`src/rtl/decimal_entry_game_pkg.sv`:
```
// -----------------------------------------------------------------------------
// decimal_entry_game_pkg
// Shared definitions for the decimal-entry game mode:
//   - FSM state encoding (LOAD=0 .. SHOW_FAIL=4)
//   - BCD digit limits for the three-digit entry
//   - 28-bit display words (four 7-segment characters, bit order {g,f,e,d,c,b,a})
//   - helpers for digit increment and BCD-to-binary conversion
// -----------------------------------------------------------------------------
package decimal_entry_game_pkg;

    typedef enum logic [2:0] {
        ST_LOAD      = 3'd0,
        ST_ENTRY     = 3'd1,
        ST_CHECK     = 3'd2,
        ST_SHOW_GOOD = 3'd3,
        ST_SHOW_FAIL = 3'd4
    } state_e;

    localparam logic [3:0] HUNDREDS_MAX = 4'd2;
    localparam logic [3:0] DIGIT_MAX    = 4'd9;

    // Single characters, active-high segments {g,f,e,d,c,b,a}
    localparam logic [6:0] CH_BLANK = 7'b0000000;
    localparam logic [6:0] CH_A     = 7'b1110111;
    localparam logic [6:0] CH_C     = 7'b0111001;
    localparam logic [6:0] CH_D     = 7'b1011110;
    localparam logic [6:0] CH_E     = 7'b1111001;
    localparam logic [6:0] CH_F     = 7'b1110001;
    localparam logic [6:0] CH_G     = 7'b0111101;
    localparam logic [6:0] CH_I     = 7'b0000110;
    localparam logic [6:0] CH_L     = 7'b0111000;
    localparam logic [6:0] CH_O     = 7'b0111111;
    localparam logic [6:0] CH_R     = 7'b1010000;
    localparam logic [6:0] CH_S     = 7'b1101101;
    localparam logic [6:0] CH_T     = 7'b1111000;
    localparam logic [6:0] CH_U     = 7'b0111110;
    localparam logic [6:0] CH_Y     = 7'b1101110;

    // Four-character display words, leftmost character in the top bits
    localparam logic [27:0] DISP_GOOD  = {CH_G, CH_O, CH_O, CH_D};
    localparam logic [27:0] DISP_FAIL  = {CH_F, CH_A, CH_I, CH_L};
    localparam logic [27:0] DISP_SCORE = {CH_S, CH_C, CH_O, CH_R};
    localparam logic [27:0] DISP_YOU   = {CH_BLANK, CH_Y, CH_O, CH_U};
    localparam logic [27:0] DISP_SAID  = {CH_S, CH_A, CH_I, CH_D};
    localparam logic [27:0] DISP_RESET = {CH_R, CH_E, CH_S, CH_T};

    // Wrapping increment; anything at or above the limit wraps to 0 so a
    // corrupted digit can never get stuck out of range.
    function automatic logic [3:0] digit_inc(input logic [3:0] d, input logic [3:0] max);
        return (d >= max) ? 4'd0 : d + 4'd1;
    endfunction

    function automatic logic [9:0] bcd_value(input logic [3:0] h, input logic [3:0] t,
                                             input logic [3:0] o);
        return 10'(h) * 10'd100 + 10'(t) * 10'd10 + 10'(o);
    endfunction

endpackage

```
`src/rtl/decimal_entry_game_debounce.sv`:
```
// -----------------------------------------------------------------------------
// button_debounce
// Turns a raw button level into a single one-clk press pulse. The input is
// sampled only on tick; after DEBOUNCE_TICKS consecutive high samples one
// pulse is emitted, and no further pulse is possible until a low sample.
// Ports:
//   clk, reset (async, active-high), tick (sample enable),
//   raw_i (button level), press_o (one-clk pulse)
// -----------------------------------------------------------------------------
module button_debounce #(
    parameter int unsigned DEBOUNCE_TICKS = 4
) (
    input  logic clk,
    input  logic reset,
    input  logic tick,
    input  logic raw_i,
    output logic press_o
);

    localparam int unsigned CW = $clog2(DEBOUNCE_TICKS + 1);

    logic [CW-1:0] cnt_q, cnt_d;
    logic          press_q, press_d;

    // The counter saturates at DEBOUNCE_TICKS while the button is held, which
    // is what blocks repeat pulses until the button is released.
    always_comb begin
        cnt_d   = cnt_q;
        press_d = 1'b0;
        if (tick) begin
            if (!raw_i) begin
                cnt_d = '0;
            end else if (cnt_q != CW'(DEBOUNCE_TICKS)) begin
                cnt_d   = cnt_q + 1'b1;
                press_d = (cnt_q == CW'(DEBOUNCE_TICKS - 1));
            end
        end
    end

    always_ff @(posedge clk or posedge reset) begin
        if (reset) begin
            cnt_q   <= '0;
            press_q <= 1'b0;
        end else begin
            cnt_q   <= cnt_d;
            press_q <= press_d;
        end
    end

    assign press_o = press_q;

endmodule

```
`src/rtl/decimal_entry_game.sv`:
```
// -----------------------------------------------------------------------------
// decimal_entry_game
// Player sees a random target in binary on the LEDs and enters its decimal
// value as three BCD digits (up = increment digit, next = move cursor,
// enter = submit). Correct answers increment a saturating score; a wrong
// answer clears it. The result is held for SHOW_TICKS ticks.
// Optional build macro: ENTRY_TIMEOUT_EN -- adds an idle timeout in ENTRY
// (TIMEOUT_TICKS ticks without an accepted press counts as a wrong answer).
// Ports:
//   clk, reset (async, active-high), tick (slow enable), rand_in[7:0],
//   up_button, next_button, enter_button (raw levels)
//   led[7:0] target, entry_bcd[11:0] {h,t,o}, cursor[1:0], score[7:0],
//   result_good, result_fail, state_out[2:0]
// -----------------------------------------------------------------------------
module decimal_entry_game
    import decimal_entry_game_pkg::*;
#(
    parameter int unsigned DEBOUNCE_TICKS = 4,
    parameter int unsigned SHOW_TICKS     = 10
`ifdef ENTRY_TIMEOUT_EN
    ,
    parameter int unsigned TIMEOUT_TICKS  = 200
`endif
) (
    input  logic        clk,
    input  logic        reset,
    input  logic        tick,
    input  logic [7:0]  rand_in,
    input  logic        up_button,
    input  logic        next_button,
    input  logic        enter_button,
    output logic [7:0]  led,
    output logic [11:0] entry_bcd,
    output logic [1:0]  cursor,
    output logic [7:0]  score,
    output logic        result_good,
    output logic        result_fail,
    output logic [2:0]  state_out
);

    localparam int unsigned SW = $clog2(SHOW_TICKS + 1);

    logic up_p, next_p, enter_p;

    button_debounce #(.DEBOUNCE_TICKS(DEBOUNCE_TICKS)) u_db_up (
        .clk(clk), .reset(reset), .tick(tick), .raw_i(up_button), .press_o(up_p)
    );
    button_debounce #(.DEBOUNCE_TICKS(DEBOUNCE_TICKS)) u_db_next (
        .clk(clk), .reset(reset), .tick(tick), .raw_i(next_button), .press_o(next_p)
    );
    button_debounce #(.DEBOUNCE_TICKS(DEBOUNCE_TICKS)) u_db_enter (
        .clk(clk), .reset(reset), .tick(tick), .raw_i(enter_button), .press_o(enter_p)
    );

    state_e          state_q, state_d;
    logic [7:0]      target_q, target_d;
    logic [3:0]      hund_q, hund_d, tens_q, tens_d, ones_q, ones_d;
    logic [1:0]      cursor_q, cursor_d;
    logic [7:0]      score_q, score_d;
    logic [SW-1:0]   show_cnt_q, show_cnt_d;
`ifdef ENTRY_TIMEOUT_EN
    localparam int unsigned TW = $clog2(TIMEOUT_TICKS + 1);
    logic [TW-1:0]   entry_cnt_q, entry_cnt_d;
`endif

    always_comb begin
        state_d    = state_q;
        target_d   = target_q;
        hund_d     = hund_q;
        tens_d     = tens_q;
        ones_d     = ones_q;
        cursor_d   = cursor_q;
        score_d    = score_q;
        show_cnt_d = show_cnt_q;
`ifdef ENTRY_TIMEOUT_EN
        entry_cnt_d = entry_cnt_q;
`endif
        case (state_q)
            ST_LOAD: begin
                target_d   = rand_in;
                hund_d     = '0;
                tens_d     = '0;
                ones_d     = '0;
                cursor_d   = '0;
                show_cnt_d = '0;
`ifdef ENTRY_TIMEOUT_EN
                entry_cnt_d = '0;
`endif
                state_d    = ST_ENTRY;
            end
            ST_ENTRY: begin
                // One action per cycle: enter beats up, up beats next.
                if (enter_p) begin
                    state_d = ST_CHECK;
                end else if (up_p) begin
                    case (cursor_q)
                        2'd0:    hund_d = digit_inc(hund_q, HUNDREDS_MAX);
                        2'd1:    tens_d = digit_inc(tens_q, DIGIT_MAX);
                        default: ones_d = digit_inc(ones_q, DIGIT_MAX);
                    endcase
                end else if (next_p) begin
                    case (cursor_q)
                        2'd0:    cursor_d = 2'd1;
                        2'd1:    cursor_d = 2'd2;
                        default: cursor_d = 2'd0;
                    endcase
                end
`ifdef ENTRY_TIMEOUT_EN
                if (enter_p || up_p || next_p) begin
                    entry_cnt_d = '0;
                end else if (tick) begin
                    if (entry_cnt_q == TW'(TIMEOUT_TICKS - 1)) begin
                        entry_cnt_d = '0;
                        score_d     = '0;
                        state_d     = ST_SHOW_FAIL;
                    end else begin
                        entry_cnt_d = entry_cnt_q + 1'b1;
                    end
                end
`endif
            end
            ST_CHECK: begin
                // Compared at 10 bits so entries above 255 (up to 299) never
                // alias onto an 8-bit target.
                if (bcd_value(hund_q, tens_q, ones_q) == {2'b00, target_q}) begin
                    score_d = (score_q == 8'hFF) ? score_q : score_q + 8'd1;
                    state_d = ST_SHOW_GOOD;
                end else begin
                    score_d = '0;
                    state_d = ST_SHOW_FAIL;
                end
            end
            ST_SHOW_GOOD, ST_SHOW_FAIL: begin
                if (tick) begin
                    if (show_cnt_q == SW'(SHOW_TICKS - 1)) begin
                        show_cnt_d = '0;
                        state_d    = ST_LOAD;
                    end else begin
                        show_cnt_d = show_cnt_q + 1'b1;
                    end
                end
            end
            default: state_d = ST_LOAD;
        endcase
    end

    always_ff @(posedge clk or posedge reset) begin
        if (reset) begin
            state_q    <= ST_LOAD;
            target_q   <= '0;
            hund_q     <= '0;
            tens_q     <= '0;
            ones_q     <= '0;
            cursor_q   <= '0;
            score_q    <= '0;
            show_cnt_q <= '0;
`ifdef ENTRY_TIMEOUT_EN
            entry_cnt_q <= '0;
`endif
        end else begin
            state_q    <= state_d;
            target_q   <= target_d;
            hund_q     <= hund_d;
            tens_q     <= tens_d;
            ones_q     <= ones_d;
            cursor_q   <= cursor_d;
            score_q    <= score_d;
            show_cnt_q <= show_cnt_d;
`ifdef ENTRY_TIMEOUT_EN
            entry_cnt_q <= entry_cnt_d;
`endif
        end
    end

    assign led         = target_q;
    assign entry_bcd   = {hund_q, tens_q, ones_q};
    assign cursor      = cursor_q;
    assign score       = score_q;
    assign result_good = (state_q == ST_SHOW_GOOD);
    assign result_fail = (state_q == ST_SHOW_FAIL);
    assign state_out   = state_q;

endmodule

```
`config.mk`:
```
export PLATFORM = sky130hd
export DESIGN_NAME = decimal_entry_game
export DESIGN_NICKNAME = d
export VERILOG_FILES = /design/src/rtl/decimal_entry_game_pkg.sv /design/src/rtl/decimal_entry_game_debounce.sv /design/src/rtl/decimal_entry_game.sv
export SDC_FILE = /design/constraint.sdc
export NUM_CORES = 1
export LEC_CHECK = 0
export BUFFER_PORTS_ARGS = -buffer_cell sky130_fd_sc_hd__buf_4
export CAP_MARGIN = 15
export CORE_MARGIN = 4
export CORE_UTILIZATION = 43
export DETAILED_ROUTE_END_ITERATION = 12
export GPL_TIMING_DRIVEN = 0
export PLACE_DENSITY_LB_ADDON = 0.05
export SLEW_MARGIN = 15
export SYNTH_ARGS = -nofsm -noshare
export SYNTH_HDL_FRONTEND = slang
export SYNTH_SLANG_ARGS = --single-unit
```
`constraint.sdc`:
```
create_clock -name clk -period 7.4 [get_ports clk]
set_clock_uncertainty 0.1 [all_clocks]
set_input_delay 1.11 -clock clk [delete_from_list [all_inputs] [get_ports clk]]
set_output_delay 1.11 -clock clk [all_outputs]
set_load 0.01 [all_outputs]
```
### Yosys cells after proc, flatten, opt, wreduce, memory -nomap -nowiden

Index checks and enable logic that the tools add are counted.

* output and inout port bits: 35
* bits in registers: 49

* magnitude comparators: 3
* add/subtract/negate cells: 10
* multipliers: 2
* mux-type cells: 45
* eq/ne operators: 28
* reduce and logical (&&, ||, !) cells: 16

Operator list (number)
* two-way mux 4 bit: 14
* case mux 4 bit (2 select lines): 4
* two-way mux 3 bit: 10
* adder 4 x 1 -> 4 bit, second input constant: 4
* two-way mux 8 bit: 2
* != test 2 bit, second input constant: 8
* AND reduction 4 bit: 4
* equality test 3 x 2 -> 1 bit, second input constant: 5
* != test 2 x 1 -> 1 bit, second input constant: 6
* case mux 3 bit (4 select lines): 1
* adder 10 x 4 -> 10 bit: 1
* adder 10 x 8 -> 10 bit: 1
* equality test 10 x 8 -> 1 bit: 1
* AND reduction 2 bit: 5
* adder 3 x 1 -> 3 bit, second input constant: 3
* two-way mux 1 bit: 9
* != test 3 bit, second input constant: 3
* adder 8 x 1 -> 8 bit, second input constant: 1
* equality test 8 bit, second input constant: 1
* >= comparator 4 bit, second input constant: 2
* multiplier 4 x 5 -> 8 bit, second input constant: 1
* case mux 2 bit (2 select lines): 2
* multiplier 4 x 3 -> 7 bit, second input constant: 1
* two-way mux 2 bit: 3
* 10 further kinds: 12

### Longest topological paths before layout

* depth after elaboration: 6
* mapped depth: 15
* depth with buffers taken out: 15

### Cells and area by module

From an unflattened synthesis, not the netlist that was laid out.

* cells, all modules: 362
* area, all modules: 3478.3 µm²

By module, submodules not included
* decimal_entry_game: area an instance 2806.4 µm², instances 1, cells an instance 299, seq. area each 925.9 µm²
* button_debounce: area an instance 224.0 µm², instances 3, cells an instance 21, seq. area each 100.1 µm²

### Worst setup path after synthesis

Ideal clock, no wire load.

* path kind: register -> register
* from: register tens_q[1]
* to: register state_q[2] (netlist: state_out[2])
* stages on the path, launching flop included: 12
* path slack: 3.755 ns
* setup time: 0.121 ns
* clock period less this slack: 3.645 ns
* arrival: 3.424 ns
* cell sequence: dfrtp_1 > ha_1 > ha_1 > fa_1 > xor2_1 > ha_1 > ha_1 > xor2_1 > or3_4 > a2111oi_4 > nand3_2 > a22o_1

* cells in the longest elaborated chain, start to end: 6

Ends and longest elaborated chain
* start: declaration: line decimal_entry_game.sv:57 `logic [3:0] hund_q, hund_d, tens_q, tens_d, ones_q, ones_d;`
* start signal: assignment: line decimal_entry_game.sv:164 `tens_q <= tens_d;`
* multiplier 4 x 3 -> 7 bit: line decimal_entry_game_pkg.sv:55 `return 10'(h) * 10'd100 + 10'(t) * 10'd10 + 10'(o);`
* adder 10 x 8 -> 10 bit: line decimal_entry_game_pkg.sv:55
* adder 10 x 4 -> 10 bit: line decimal_entry_game_pkg.sv:55
* equality test 10 x 8 -> 1 bit: line decimal_entry_game.sv:125 `if (bcd_value(hund_q, tens_q, ones_q) == {2'b00, target_q}) begin`
* two-way mux 3 bit: line decimal_entry_game.sv:125
* case mux 3 bit (4 select lines): line decimal_entry_game.sv:78 `case (state_q)`
* end signal: assignment: line decimal_entry_game.sv:161 `state_q <= state_d;`
* end: declaration: line decimal_entry_game.sv:55 `state_e state_q, state_d;`

Every way passes these cells.
A chain may end at the register's enable or synchronous reset.

### Worst setup path in the final report

Same ends and word-level chain as after synthesis.

==> reports/metrics.cfg <==
[setup_path]
critPathArrivalTime_ns=4.05
ff2ff_setup_slack_ns=3.46
required_ns=7.51
ff2ff_path_depth=12
crit_slowest_cell=dfrtp_1
r2r_start=tens_q[1]
r2r-end=state_out[2]
critPathCaptureType=flop
critical_path.max_fanout=8
crit_family=adder cells
max_stage_delay_ns=0.49
crit_top_cell=ha_1
cp-start-kind=flop
worst-path-buf-inv=0
crit_type=flop to flop
path_cells=ha_1 -> ha_1 -> fa_1 -> xor2_1 -> ha_1 -> ha_1 -> o211ai_1 -> o21ai_0 -> o31ai_1 -> xnor2_1 -> nand3_2 -> a22o_1

[finish]
diodes=0
drive_gt1_share_pct=19.1
layout.nets=470
syn_to_final_growth_pct=17.6
fill_cells=750

[yosys]
synth_seq_cells=49
ys_seq_area_share_pct=35.9
syn-cell-area_um2=3420
synth_cells=352
syn_nets=414
ys_warn_count=0
avgSynthCellArea_um2=9.71
synth_cell_types=48

[floorplanning]
io_pins=49
die-area_um2=9440
initial_core_util_pct=44.3
die_y_um=97.2
rows=32
coreArea_um2=7730
dieWidth_um=97.2

[detailed_routing]
drtPass1Iterations=4
met1_length_mm=3.42
ant_nets=0
routedWlPerCell_um=14.1
top_layer=met4
met2_wirelength_mm=3.41
drc=0
wl_met3_um=303
wl_mm=7.20
drtIter0Drc=84
viasPerCell=5.31
dr_total_vias=2711

[hold_path]
hold_start=show_cnt_q[3]
hold_end=show_cnt_q[3]
hold_path_depth=1
min_path_type=flop to flop

[clock_network]
cts_tree=done
cts_buffers=5
cts_setup_buffers=0
clockBufferDepth=2
clock-sinks=49
path_clk_slew_ns=0.10
clockRootBuffer=clkbuf_8
htreeDepth=2
clk-insertion-delay-late_ns=0.31
cts-hold-fix-buffers=0
post_cts_resized=0

[global_routing]
antenna_found_initial=0
grt_first_pass_wirelength_mm=12.8
grt_pass1_vias=2732
grt-ovfl-total=0
grt_usage_pct=16.1
grt_max_degree=27

[power]
irDropWorstVdd_mv=0.112
p_per_area_nw_per_um2=249
p_leak_uw=0.00201
p_total_uw=1000

[timing]
tightest_slew_ns=0.898
hold_viol_final=0
report.final.slew_viol_count=0
fin_hold_ws_ns=0.419
finalCriticalPeriod_ns=3.94
fmax_mhz=254
rsz0062_at_grt=no
setup_viol=0
relSlewSlack_pct=39.8
fin_setup_tns_ns=0
min_period_over_period_pct=53.2

[placed_design]
portBuffers=48
dpl.hpwl_mm=5.63
gp_congestion=0.810

[flow_run]
drv_cap=0

[status]
status=finished clean

-- synth_stat cells (all sizes together) --
library cell / count / area [um^2]
a21oi: 17 / 85.1
nor4: 2 / 12.5
and4: 2 / 17.5
fa: 5 / 100
o22a: 1 / 8.76
xnor2: 10 / 87.6
or2: 2 / 12.5
o211ai: 7 / 52.6
nor3: 5 / 30.0
dfrtp: 49 / 1230
a31oi: 4 / 25.0
nand2: 31 / 116
and3: 3 / 18.8
or3: 1 / 11.3
nand2b: 3 / 18.8
and2: 4 / 25.0
clkbuf: 4 / 15.0
a21boi: 6 / 45.0
ha: 43 / 538
a31o: 1 / 8.76
inv: 33 / 124
nand3: 10 / 55.1
nor3b: 2 / 15.0
o221ai: 1 / 8.76
o22ai: 3 / 18.8
nor4b: 3 / 41.3
a211oi: 2 / 15.0
a2111oi: 2 / 36.3
nand3b: 3 / 22.5
o21a: 3 / 22.5
a21o: 2 / 15.0
o31ai: 7 / 52.6
mux2: 11 / 124
nor2b: 9 / 63.8
a22o: 6 / 52.6
nand4b: 1 / 8.76
nand4: 6 / 37.5
o21ai: 20 / 100
a41o: 1 / 10.0
xor2: 8 / 70.1
nor2: 19 / 71.3
-- cell type report --
class	count	area, um^2	area share, %
buffer	4	15.0	0.373
clock buffer	5	68.8	1.71
clock inverter	3	25.0	0.622
inverter	33	124	3.08
multi-input combinational	266	2050	51.1
sequential	49	1230	30.5
tap	102	128	3.17
timing repair buffer	49	380	9.46
-- worst max-delay path by stage --
stage / startpoint / endpoint / slack (ns) / cells past startpoint
final: tens_q[1] / state_out[2] / 3.46 / 12
after global routing: tens_q[1] / score[2] / 3.11 / 12
after CTS: tens_q[1] / state_out[2] / 3.46 / 12
after detailed placement: tens_q[1] / state_out[2] / 3.48 / 12
after global placement: tens_q[1] / state_out[2] / 3.45 / 12
after floorplan: tens_q[1] / state_out[2] / 3.76 / 11
-- worst reg2reg max path, delay by kind of cell (launching register included) --
kind	cells	cell delay, ns
xor gates and xnor gates	2	0.57
adders and majority gates	5	1.57
DFF	1	0.49
AOI/OAI and AO/OA	4	0.83
and+or+nand+nor	1	0.29
-- per-stage QoR --
| step | util (%) | instance area (um^2) | setup WS [ns] | cells |
|---|---|---|---|---|
| after global placement | 50.6 | 3910 | 3.45 | 502 |
| after global routing | 52.0 | 4020 | 3.11 | 511 |
| after CTS | 52.0 | 4020 | 3.46 | 511 |
| after floorplan | - | 3420 | 3.76 | 352 |
| after detailed placement | 50.8 | 3930 | 3.48 | 503 |
| final | 52.0 | 4020 | 3.46 | 511 |
-- flip-flops by register name, summed over array words and instances, names as in the netlist --
signal and cells:
u_db_enter.cnt_q 3, hund_q 4, u_db_enter.press_o 1, ones_q 4, score 8, tens_q 4, show_cnt_q 4, u_db_up.cnt_q 3
state_out 3, u_db_next.press_o 1, led 8, cursor 2, u_db_up.press_o 1, u_db_next.cnt_q 3
-- per-layer routing --
metal  vias to the layer above  GRT usage (%)
li1                       1364              -
met1                      1291           21.0
met2                        49           26.9
met3                         7           3.95
met4                         0           3.56
met5                         -              0
-- kinds of logic after synthesis --
group | share of synthesized area [%]
DFF | 35.9
adders and majority gates | 18.7
AOI/OAI and AO/OA | 16.3
and+or+nand+nor | 16.9
xor gates and xnor gates | 4.61
buffers and inverters | 4.06
muxes | 3.62
-- where the power goes --
group	total [uW]	internal, uW	switching (uW)
clock	170	68.5	102
sequential	380	319	60.6
combinational	452	199	253
-- cell usage in the layout (no fill, tap or decap), types with 2 or more instances in the layout --
cell	instances
dfrtp_1	49
buf_4	48
ha_1	43
inv_1	32
nand2_1	31
o21ai_0	20
nor2_1	19
a21oi_1	17
mux2_2	11
xnor2_1	10
nand3_1	9
nor2b_1	8
xor2_1	8
o211ai_1	7
o31ai_1	7
a22o_1	6
nand4_1	6
fa_1	5
clkbuf_8	5
clkbuf_1	4
nor3_1	4
a31oi_1	4
a21boi_0	4
nand2b_1	3
nand3b_1	3
o21a_1	3
o22ai_1	3
and3_1	3
and2_1	3
nor4b_1	2
a211oi_1	2
nor4_1	2
a21o_1	2
or2_2	2
and4_1	2
a21boi_1	2
nor3b_1	2
Note: power is estimated with default switching activity, not from simulation.
